<file path="src/rtl/mips_alu_pkg.sv">
// mips_alu_pkg: ALU operation codes, MIPS opcode/funct constants and mul/div FSM states
package mips_alu_pkg;

    localparam logic [4:0] ALU_NOP = 5'd0;
    localparam logic [4:0] ALU_ADD = 5'd1;
    localparam logic [4:0] ALU_SUB = 5'd2;
    localparam logic [4:0] ALU_AND = 5'd3;
    localparam logic [4:0] ALU_OR  = 5'd4;
    localparam logic [4:0] ALU_XOR = 5'd5;
    localparam logic [4:0] ALU_NOR = 5'd6;
    localparam logic [4:0] ALU_SLL = 5'd7;
    localparam logic [4:0] ALU_SRL = 5'd8;
    localparam logic [4:0] ALU_SLT = 5'd9;

    localparam logic [5:0] OP_RTYPE = 6'h00;
    localparam logic [5:0] OP_BEQ   = 6'h04;
    localparam logic [5:0] OP_BNE   = 6'h05;
    localparam logic [5:0] OP_ADDI  = 6'h08;
    localparam logic [5:0] OP_ADDIU = 6'h09;
    localparam logic [5:0] OP_SLTI  = 6'h0A;
    localparam logic [5:0] OP_SLTIU = 6'h0B;
    localparam logic [5:0] OP_LW    = 6'h23;
    localparam logic [5:0] OP_LBU   = 6'h24;
    localparam logic [5:0] OP_SW    = 6'h2B;

    localparam logic [5:0] FN_SLL   = 6'h00;
    localparam logic [5:0] FN_SRL   = 6'h02;
    localparam logic [5:0] FN_SRA   = 6'h03;
    localparam logic [5:0] FN_MFHI  = 6'h10;
    localparam logic [5:0] FN_MTHI  = 6'h11;
    localparam logic [5:0] FN_MFLO  = 6'h12;
    localparam logic [5:0] FN_MTLO  = 6'h13;
    localparam logic [5:0] FN_MULT  = 6'h18;
    localparam logic [5:0] FN_MULTU = 6'h19;
    localparam logic [5:0] FN_DIV   = 6'h1A;
    localparam logic [5:0] FN_DIVU  = 6'h1B;
    localparam logic [5:0] FN_ADD   = 6'h20;
    localparam logic [5:0] FN_ADDU  = 6'h21;
    localparam logic [5:0] FN_SUB   = 6'h22;
    localparam logic [5:0] FN_SUBU  = 6'h23;
    localparam logic [5:0] FN_AND   = 6'h24;
    localparam logic [5:0] FN_OR    = 6'h25;
    localparam logic [5:0] FN_XOR   = 6'h26;
    localparam logic [5:0] FN_NOR   = 6'h27;
    localparam logic [5:0] FN_SLT   = 6'h2A;
    localparam logic [5:0] FN_SLTU  = 6'h2B;

    typedef enum logic [1:0] {
        ST_IDLE = 2'd0,
        ST_MUL  = 2'd1,
        ST_DIV  = 2'd2,
        ST_FIX  = 2'd3
    } state_e;

endpackage

</file>
<file path="src/rtl/muldiv_divider.sv">
// muldiv_divider: iterative restoring unsigned divider, one quotient bit per cycle.
// last is high during the cycle that produces the final quotient bit.
module muldiv_divider #(
    parameter int DATA_W = 32
) (
    input  logic              clk,
    input  logic              reset_n,
    input  logic              start,
    input  logic [DATA_W-1:0] dividend,
    input  logic [DATA_W-1:0] divisor,
    output logic [DATA_W-1:0] quotient,
    output logic [DATA_W-1:0] remainder,
    output logic              last
);

    localparam int CW = $clog2(DATA_W + 1);

    logic [CW-1:0]     cnt_q;
    logic [DATA_W-1:0] quo_q, rem_q, dvs_q;
    logic [DATA_W:0]   shifted, diff;

    assign shifted   = {rem_q, quo_q[DATA_W-1]};
    assign diff      = shifted - {1'b0, dvs_q};
    assign last      = cnt_q == CW'(1);
    assign quotient  = quo_q;
    assign remainder = rem_q;

    // A zero divisor never borrows, leaving all-ones quotient and the dividend as remainder
    always_ff @(posedge clk or negedge reset_n) begin
        if (!reset_n) begin
            cnt_q <= '0;
            quo_q <= '0;
            rem_q <= '0;
            dvs_q <= '0;
        end else if (start) begin
            cnt_q <= CW'(DATA_W);
            quo_q <= dividend;
            rem_q <= '0;
            dvs_q <= divisor;
        end else if (cnt_q != '0) begin
            cnt_q <= cnt_q - CW'(1);
            quo_q <= {quo_q[DATA_W-2:0], !diff[DATA_W]};
            rem_q <= diff[DATA_W] ? shifted[DATA_W-1:0] : diff[DATA_W-1:0];
        end
    end

endmodule

</file>
<file path="src/rtl/alu_muldiv_ctrl.sv">
// alu_muldiv_ctrl: EX-stage ALU decode with an iterative mult/div unit and HI/LO registers.
// Define DIVZERO_TRAP_EN to add div_zero and trap divides by zero instead of running them.
module alu_muldiv_ctrl
    import mips_alu_pkg::*;
#(
    parameter int DATA_W  = 32,
    parameter int MUL_LAT = 4
) (
    input  logic              clk,
    input  logic              reset_n,
    input  logic              valid,
    input  logic [5:0]        op_code,
    input  logic [5:0]        funct,
    input  logic [DATA_W-1:0] rs_val,
    input  logic [DATA_W-1:0] rt_val,
    output logic [4:0]        alu_ctrl,
    output logic              sign,
    output logic [DATA_W-1:0] hilo_rdata,
    output logic              busy,
    output logic              stall,
    output logic              done
`ifdef DIVZERO_TRAP_EN
    ,
    output logic              div_zero
`endif
);

    logic                rtype, is_mul, is_div, is_signed, muldiv;
    logic                is_mfhi, is_mflo, is_mthi, is_mtlo;
    logic                issue, trap, rt_zero, div_last;
    logic [DATA_W-1:0]   mag_a, mag_b, quotient, remainder;
    logic [DATA_W-1:0]   hi_q, lo_q, a_q, b_q;
    logic                sa_q, sb_q, dz_q, done_q;
    logic [3:0]          cnt_q;
    logic [2*DATA_W-1:0] prod_u, prod;
    state_e              state_q;

    always_comb begin
        alu_ctrl = ALU_NOP;
        sign     = 1'b1;
        if (rtype) begin
            case (funct)
                FN_ADD, FN_ADDU: alu_ctrl = ALU_ADD;
                FN_SUB, FN_SUBU: alu_ctrl = ALU_SUB;
                FN_AND:          alu_ctrl = ALU_AND;
                FN_OR:           alu_ctrl = ALU_OR;
                FN_XOR:          alu_ctrl = ALU_XOR;
                FN_NOR:          alu_ctrl = ALU_NOR;
                FN_SLL:          alu_ctrl = ALU_SLL;
                FN_SRL, FN_SRA:  alu_ctrl = ALU_SRL;
                FN_SLT, FN_SLTU: alu_ctrl = ALU_SLT;
                default:         alu_ctrl = ALU_NOP;
            endcase
            sign = !(funct inside {FN_ADDU, FN_SUBU, FN_SLTU, FN_SLL, FN_SRL});
        end else begin
            case (op_code)
                OP_ADDI, OP_ADDIU, OP_LW, OP_LBU, OP_SW: alu_ctrl = ALU_ADD;
                OP_BEQ, OP_BNE:                          alu_ctrl = ALU_SUB;
                OP_SLTI, OP_SLTIU:                       alu_ctrl = ALU_SLT;
                default:                                 alu_ctrl = ALU_NOP;
            endcase
            sign = !(op_code inside {OP_ADDIU, OP_SLTIU});
        end
    end

    assign rtype     = op_code == OP_RTYPE;
    assign is_mul    = rtype && (funct == FN_MULT || funct == FN_MULTU);
    assign is_div    = rtype && (funct == FN_DIV || funct == FN_DIVU);
    assign is_mfhi   = rtype && funct == FN_MFHI;
    assign is_mflo   = rtype && funct == FN_MFLO;
    assign is_mthi   = rtype && funct == FN_MTHI;
    assign is_mtlo   = rtype && funct == FN_MTLO;
    assign is_signed = funct == FN_MULT || funct == FN_DIV;
    assign muldiv    = is_mul || is_div;

    assign busy       = state_q != ST_IDLE;
    assign stall      = valid && busy && (muldiv || is_mfhi || is_mflo || is_mthi || is_mtlo);
    assign issue      = valid && muldiv && !busy && !trap;
    assign rt_zero    = rt_val == '0;
    assign hilo_rdata = busy ? '0 : is_mfhi ? hi_q : is_mflo ? lo_q : '0;
    assign done       = done_q;

    // Both units work on magnitudes; signs are reapplied when HI/LO are written
    assign mag_a  = (is_signed && rs_val[DATA_W-1]) ? -rs_val : rs_val;
    assign mag_b  = (is_signed && rt_val[DATA_W-1]) ? -rt_val : rt_val;
    assign prod_u = {{DATA_W{1'b0}}, a_q} * {{DATA_W{1'b0}}, b_q};
    assign prod   = (sa_q ^ sb_q) ? -prod_u : prod_u;

`ifdef DIVZERO_TRAP_EN
    logic dz_trap_q;
    assign trap     = valid && is_div && !busy && rt_zero;
    assign div_zero = dz_trap_q;
    always_ff @(posedge clk or negedge reset_n) begin
        if (!reset_n) dz_trap_q <= 1'b0;
        else          dz_trap_q <= trap;
    end
`else
    assign trap = 1'b0;
`endif

    muldiv_divider #(.DATA_W(DATA_W)) u_div (
        .clk       (clk),
        .reset_n   (reset_n),
        .start     (issue && is_div),
        .dividend  (mag_a),
        .divisor   (mag_b),
        .quotient  (quotient),
        .remainder (remainder),
        .last      (div_last)
    );

    always_ff @(posedge clk or negedge reset_n) begin
        if (!reset_n) begin
            state_q <= ST_IDLE;
            hi_q    <= '0;
            lo_q    <= '0;
            a_q     <= '0;
            b_q     <= '0;
            sa_q    <= 1'b0;
            sb_q    <= 1'b0;
            dz_q    <= 1'b0;
            cnt_q   <= '0;
            done_q  <= 1'b0;
        end else begin
            done_q <= 1'b0;
            case (state_q)
                ST_IDLE: begin
                    if (issue) begin
                        a_q     <= mag_a;
                        b_q     <= mag_b;
                        sa_q    <= is_signed && rs_val[DATA_W-1];
                        sb_q    <= is_signed && rt_val[DATA_W-1];
                        dz_q    <= rt_zero;
                        cnt_q   <= 4'(MUL_LAT - 1);
                        state_q <= is_mul ? ST_MUL : ST_DIV;
                    end
                    if (valid && is_mthi) hi_q <= rs_val;
                    if (valid && is_mtlo) lo_q <= rs_val;
                end
                ST_MUL: begin
                    if (cnt_q == '0) begin
                        {hi_q, lo_q} <= prod;
                        done_q       <= 1'b1;
                        state_q      <= ST_IDLE;
                    end else begin
                        cnt_q <= cnt_q - 4'd1;
                    end
                end
                ST_DIV: begin
                    if (div_last) state_q <= ST_FIX;
                end
                ST_FIX: begin
                    lo_q    <= ((sa_q ^ sb_q) && !dz_q) ? -quotient : quotient;
                    hi_q    <= sa_q ? -remainder : remainder;
                    done_q  <= 1'b1;
                    state_q <= ST_IDLE;
                end
            endcase
        end
    end

endmodule

</file>
<file path="config.mk">
export PLATFORM = sky130hd
export DESIGN_NAME = alu_muldiv_ctrl
export DESIGN_NICKNAME = d
export VERILOG_FILES = /design/src/rtl/mips_alu_pkg.sv /design/src/rtl/muldiv_divider.sv /design/src/rtl/alu_muldiv_ctrl.sv
export SDC_FILE = /design/constraint.sdc
export NUM_CORES = 2
export LEC_CHECK = 0
export BUFFER_PORTS_ARGS = -buffer_cell sky130_fd_sc_hd__buf_2
export CAP_MARGIN = 15
export CORE_MARGIN = 1.5
export CORE_UTILIZATION = 60
export DETAILED_ROUTE_END_ITERATION = 6
export HOLD_SLACK_MARGIN = 0.05
export PLACE_DENSITY = 0.81
export SYNTH_ARGS = -nofsm -noshare
export SYNTH_HDL_FRONTEND = slang
export SYNTH_SLANG_ARGS = --single-unit
export TNS_END_PERCENT = 20
</file>
<file path="constraint.sdc">
create_clock -name clk -period 8.95 [get_ports clk]
set_input_delay 0.4475 -clock clk [delete_from_list [all_inputs] [get_ports clk]]
set_output_delay 0.4475 -clock clk [all_outputs]
set_load 0.05 [all_outputs]
</file>
### Yosys cells after proc, flatten, opt, wreduce, memory -nomap -nowiden

Memories as Yosys holds them, arrays and structs flattened.
Cells that the tools add are included.
W data, S select, Z words.

* register bits after elaboration: 240
* output and inout port bits: 41
* memories: 1
* logic and storage cells: 139
* bits of input ports: 79
* bits in read-only memories: 256

Memory list
* (name not given): words 64, width 4, read ports 1, clocked after memory_dff 0, wr ports 0, line alu_muldiv_ctrl.sv:42 `case (funct)`

* equality and inequality tests: 31
* reductions and logical operators: 49
* multiplexer cells: 34
* add/subtract/negate cells: 8
* multiply operators: 1
* bitwise gates (word level): 1

Operators with widths (count)
* $mux W32: 16
* $pmux W32 S3: 2
* $neg A32 Y32: 4
* $mul A32 B32 Y64: 1
* $mux W64: 1
* $neg A64 Y64: 1
* $eq A6 B5 Y1 const B: 8
* $eq A6 B6 Y1 const B: 6
* $sub A33 B32 Y33: 1
* $logic_not A32 Y1: 1
* $eq A6 B4 Y1 const B: 4
* $logic_and A1 B1 Y1: 16
* $eq A6 B3 Y1 const B: 2
* $logic_not A6 Y1: 2
* $mux W6: 2
* $ne A2 B2 Y1 const B: 6
* $pmux W4 S3: 1
* $reduce_and A3 Y1: 4
* $logic_or A1 B1 Y1: 8
* $mux W2: 4
* $mux W4: 2
* $pmux W2 S4: 1
* $pmux W4 S2: 1
* $reduce_bool A2 Y1: 4
* 19 further kinds: 26

### Longest topological paths before layout

* depth after elaboration: 9
* depth in mapped cells: 30
* depth with buffers taken out: 28

### By module

From an unflattened synthesis, not the netlist that was laid out.

* cells, all modules: 6058
* area, all modules: 51588.2 sq um

By module, submodules not included
* alu_muldiv_ctrl: cells each 5317, sequential area each 3453.3 sq um, area each 45139.5 sq um, times used 1
* muldiv_divider: cells each 741, sequential area each 2552.4 sq um, area each 6448.7 sq um, times used 1

### Worst setup path after synthesis

No wires, ideal clock.

* path kind: reg-to-reg
* from: register b_q[2]
* to: register hi_q[28]
* required time: 8.878 ns
* setup time: 0.072 ns
* slack: 0.662 ns
* path buffers: 2
* clock period less this slack: 8.288 ns
* arrival: 8.216 ns
* stages on the path, launching flop included: 29
* cells stage by stage: dfrtp_1 clkbuf_1 and2_1 fa_1 inv_1 fa_1 fa_1 fa_1 inv_1 fa_1 inv_1 fa_1 inv_1 fa_1 fa_1 ha_1 buf_2 and4_1 and2_1 a22oi_1 o221ai_2 or3_1 a211o_1 or3b_4 nor4_4 nand4_1 o31ai_1 mux2_1 nor2_1

* cells in the longest elaborated chain, start to end: 5

RTL lines
* start, declared: line alu_muldiv_ctrl.sv:32 `logic [DATA_W-1:0] hi_q, lo_q, a_q, b_q;`
* start signal, assigned: line alu_muldiv_ctrl.sv:130 `b_q <= mag_b;`
* $mul A32 B32 Y64 (*): line alu_muldiv_ctrl.sv:86 `assign prod_u = {{DATA_W{1'b0}}, a_q} * {{DATA_W{1'b0}}, b_q};`
* $neg A64 Y64: line alu_muldiv_ctrl.sv:87 `assign prod = (sa_q ^ sb_q) ? -prod_u : prod_u;`
* $mux W64 (*): line alu_muldiv_ctrl.sv:87
* $mux W32 (*): line alu_muldiv_ctrl.sv:141 `if (cnt_q == '0) begin`
* $pmux W32 S3 (*): line alu_muldiv_ctrl.sv:126 `case (state_q)`
* end signal, assigned: line alu_muldiv_ctrl.sv:137 `if (valid && is_mthi) hi_q <= rs_val;`
* end signal, assigned: line alu_muldiv_ctrl.sv:142 `{hi_q, lo_q} <= prod;`
* end signal, assigned: line alu_muldiv_ctrl.sv:154 `hi_q <= sa_q ? -remainder : remainder;`
* end, declared: line alu_muldiv_ctrl.sv:32

Mark *: on every way between the ends. The rest lies on a longest branch, timed or not. The select of a mux whose other input is x is not followed.
A chain may end at the register's enable or synchronous reset.

### Final worst setup path

* from: register b_q[7]
* to: register hi_q[31]

Same word-level chain as after synthesis.

==> impl_metrics.env <==
export IMPL_yosysWarnings=0
export IMPL_grt_pass1_vias=44600
export IMPL_layout_commonest_cell="inv_1"
export IMPL_synth_compound_area_share_pct=11.5
export IMPL_setup_worst_path_start_class="flop"
export IMPL_drc=0
export IMPL_clock_latency_ns=0.64
export IMPL_syn_to_final_growth_pct=8.67
export IMPL_synthXorXnorAreaFrac_pct=4.22
export IMPL_cts_tree="done"
export IMPL_die_y_um=294
export IMPL_period_share_pct=97.9
export IMPL_synthFlopType="dfrtp_1"
export IMPL_globalRouteTotalUtil_pct=35.8
export IMPL_nFillCells=6705
export IMPL_cts_root_buf="clkbuf_16"
export IMPL_htreeDepth=1
export IMPL_cts_sinks=240
export IMPL_cp_required_ns=9.41
export IMPL_avgSynthCellArea_um2=8.63
export IMPL_wirelength_um=150000
export IMPL_netlist_area_um2=50900
export IMPL_hold_viol_final=0
export IMPL_cp_startpoint="b_q[7]"
export IMPL_postRouteAntennaNets=0
export IMPL_path_class="reg -> reg"
export IMPL_ys_types=91
export IMPL_worstPathArrival_ns=9.23
export IMPL_cp_end_kind="flop"
export IMPL_num_vias=42600
export IMPL_final_max_slew_viol_count=0
export IMPL_drt_iter0_markers=4037
export IMPL_final_util_pct=66.0
export IMPL_max_cap_violations=0
export IMPL_syn_inst=5896
export IMPL_setup_violations=0
export IMPL_slew_headroom_pct=30.6
export IMPL_crit_slowest_cell="fa_1"
export IMPL_grt_max_degree=98
export IMPL_design_core_area_um2=83800
export IMPL_synth_adder_area_share_pct=42.9
export IMPL_outcome="finished, final reports clean"
export IMPL_critical_path_max_fanout=32
export IMPL_clk_path_buf_depth=3
export IMPL_drtPass1Iterations=7
export IMPL_nets=7219
export IMPL_drive_above_1_share_pct=9.42
export IMPL_final_cells=7094
export IMPL_rows=106
export IMPL_power_density_nw_per_um2=95.9
export IMPL_synth_edf_count=0
export IMPL_grt_overflow_total=0
export IMPL_max_stage_delay_ns=0.63
export IMPL_pin_count=120
export IMPL_min_period_ns=8.76
export IMPL_max_freq_ghz=0.114
export IMPL_die_w_um=294
export IMPL_start_util_pct=60.7
export IMPL_skew_ns=0.0670
export IMPL_power_w=0.00531
export IMPL_tightest_slew_ns=1.04
export IMPL_reg2reg_from="b_q[7]"
export IMPL_final_cell_mix="inv_1 (923), fa_1 (890), nand2_1 (772)"
export IMPL_yosys_register_bits=240
export IMPL_antenna_found_initial=3
export IMPL_hp_start="rs_val[6]"
export IMPL_io_buffers=118
export IMPL_path_clk_slew_ns=0.07
export IMPL_async_reset_ff_share_pct=100
export IMPL_cp_common_cell="fa_1"
export IMPL_muxShareOfSynthArea_pct=1.04
export IMPL_syn_num_nets=7181
export IMPL_dp_cells=7024
export IMPL_place_gp_congestion=1.02
export IMPL_dpl_hpwl_um=122000
export IMPL_yosysSeqAreaShare_pct=11.8
export IMPL_via_per_inst=6.01
export IMPL_wire_per_inst_um=21.2
export IMPL_grt_pass1_wl_um=243000
export IMPL_irDropWorstVdd_mv=0.257
export IMPL_numCtsBuffers=30
export IMPL_synth_top_family_by_area="adder cells"
export IMPL_min_path_type="in -> reg"
export IMPL_synthSimpleGateAreaFrac_pct=19.1
export IMPL_p_leak_nw=26.8
export IMPL_dieArea_um2=86600
-- sequential cells by signal (all words and copies together) (netlist names) --
signal and flops:
sb_q 1, done 1, lo_q 32, u_div.dvs_q 32
sa_q 1, dz_q 1, u_div.cnt_q 6, u_div.remainder 32
b_q 32, u_div.quotient 32, a_q 32, cnt_q 4
state_q 2, hi_q 32
-- where the power goes --
| part | internal, W | leakage [nW] | switching (W) | total (W) |
|---|---|---|---|---|
| clock | 0.000819 | 0.531 | 0.000560 | 0.00138 |
| sequential | 0.00139 | 3.11 | 0.000387 | 0.00177 |
| combinational | 0.000870 | 23.2 | 0.00128 | 0.00215 |
| total | 0.00308 | 26.8 | 0.00223 | 0.00531 |
-- kinds of logic after synthesis --
family | after synthesis
and+or+nand+nor | 1947
buffers and inverters | 1267
adders and majority gates | 1206
AOI/OAI and AO/OA | 941
xor gates and xnor gates | 245
DFF | 240
muxes | 49
other | 1
-- area by class of cell --
cell class / instances / area [um2] / area share (%)
Timing Repair Buffer: 349 / 2740 / 4.96
Inverter: 924 / 3470 / 6.27
Antenna cell: 3 / 7.51 / 0.0136
Clock buffer: 41 / 862 / 1.56
Multi-Input combinational cell: 4389 / 40600 / 73.3
Clock inverter: 14 / 233 / 0.421
Sequential cell: 240 / 6030 / 10.9
Tap cell: 1134 / 1420 / 2.57
-- critical path: cells and delay by family, from the launching register on --
family          cells  cell delay [ns]
flops               1             0.41
xor+xnor            1             0.18
simple gates        7             1.84
buf+inv             7             0.81
compound gates      5             0.94
fa+ha+maj           9             4.41
-- timing repair --
action	CTS	global route
resized for setup	1	120
endpoints found under the hold margin	95	0
endpoints found under the setup margin	2	35
hold buffers	1	0
setup buffers	0	10
pin swaps	0	25
gates cloned	0	0
-- cells in the mapped netlist (12+ instances only) --
master | instances | area, um2
inv_1 | 923 | 3460
fa_1 | 897 | 18000
nand2_1 | 775 | 2910
and2_1 | 600 | 3750
clkbuf_1 | 329 | 1230
ha_1 | 309 | 3870
o21ai_0 | 295 | 1480
a21oi_1 | 251 | 1260
nor2_1 | 244 | 916
dfrtp_1 | 240 | 6010
xnor2_1 | 142 | 1240
xor2_1 | 103 | 902
a21o_1 | 48 | 360
nor3_1 | 45 | 225
o211ai_1 | 38 | 285
nand3_1 | 36 | 180
a22oi_1 | 34 | 255
o31ai_1 | 34 | 255
nand4_1 | 31 | 194
or3_1 | 31 | 194
a31oi_1 | 30 | 188
mux2_2 | 30 | 338
nand2b_1 | 30 | 188
a211oi_1 | 28 | 210
and3_1 | 28 | 175
nor4_1 | 26 | 163
nor2b_1 | 19 | 119
or4_1 | 19 | 143
mux2i_1 | 18 | 180
o21ai_1 | 16 | 80.1
a221oi_1 | 14 | 123
o21a_1 | 14 | 105
o41ai_1 | 14 | 123
nor3b_1 | 12 | 90.1
o22ai_1 | 12 | 75.1
-- layer usage --
layer | track usage, % | share of wire (%) | routed length (um)
met1 | 47.8 | 39 | 59200
met2 | 58.5 | 47 | 71100
met3 | 6.02 | 9.0 | 13500
met4 | 13.9 | 4.3 | 6530
met5 | 0 | 0 | 0
-- final timing paths --
path,depth (start not counted),endpoint,slack (ns)
max,29,hi_q[31],0.19
min,3,hi_q[6],0.12
max reg2reg,29,hi_q[31],0.19
min reg2reg,2,u_div.dvs_q[14],0.48
max in group asynchronous,3,a_q[21],6.77
min in group asynchronous,2,a_q[31],0.52
-- stage by stage --
step | hold slack, ns | setup slack, ns | TNS (ns) | cell area [um2]
after floorplan | 0.152 | 0.662 | 0 | 50900
after global placement | 0.463 | 0.205 | 0 | 53600
after detailed placement | 0.470 | 0.0395 | 0 | 53600
after CTS | 0.112 | 0.0103 | 0 | 54800
after global routing | 0.144 | -0.0735 | -0.438 | 55300
final | 0.124 | 0.186 | 0 | 55300
No activity file was read; power rests on OpenSTA's default activity.
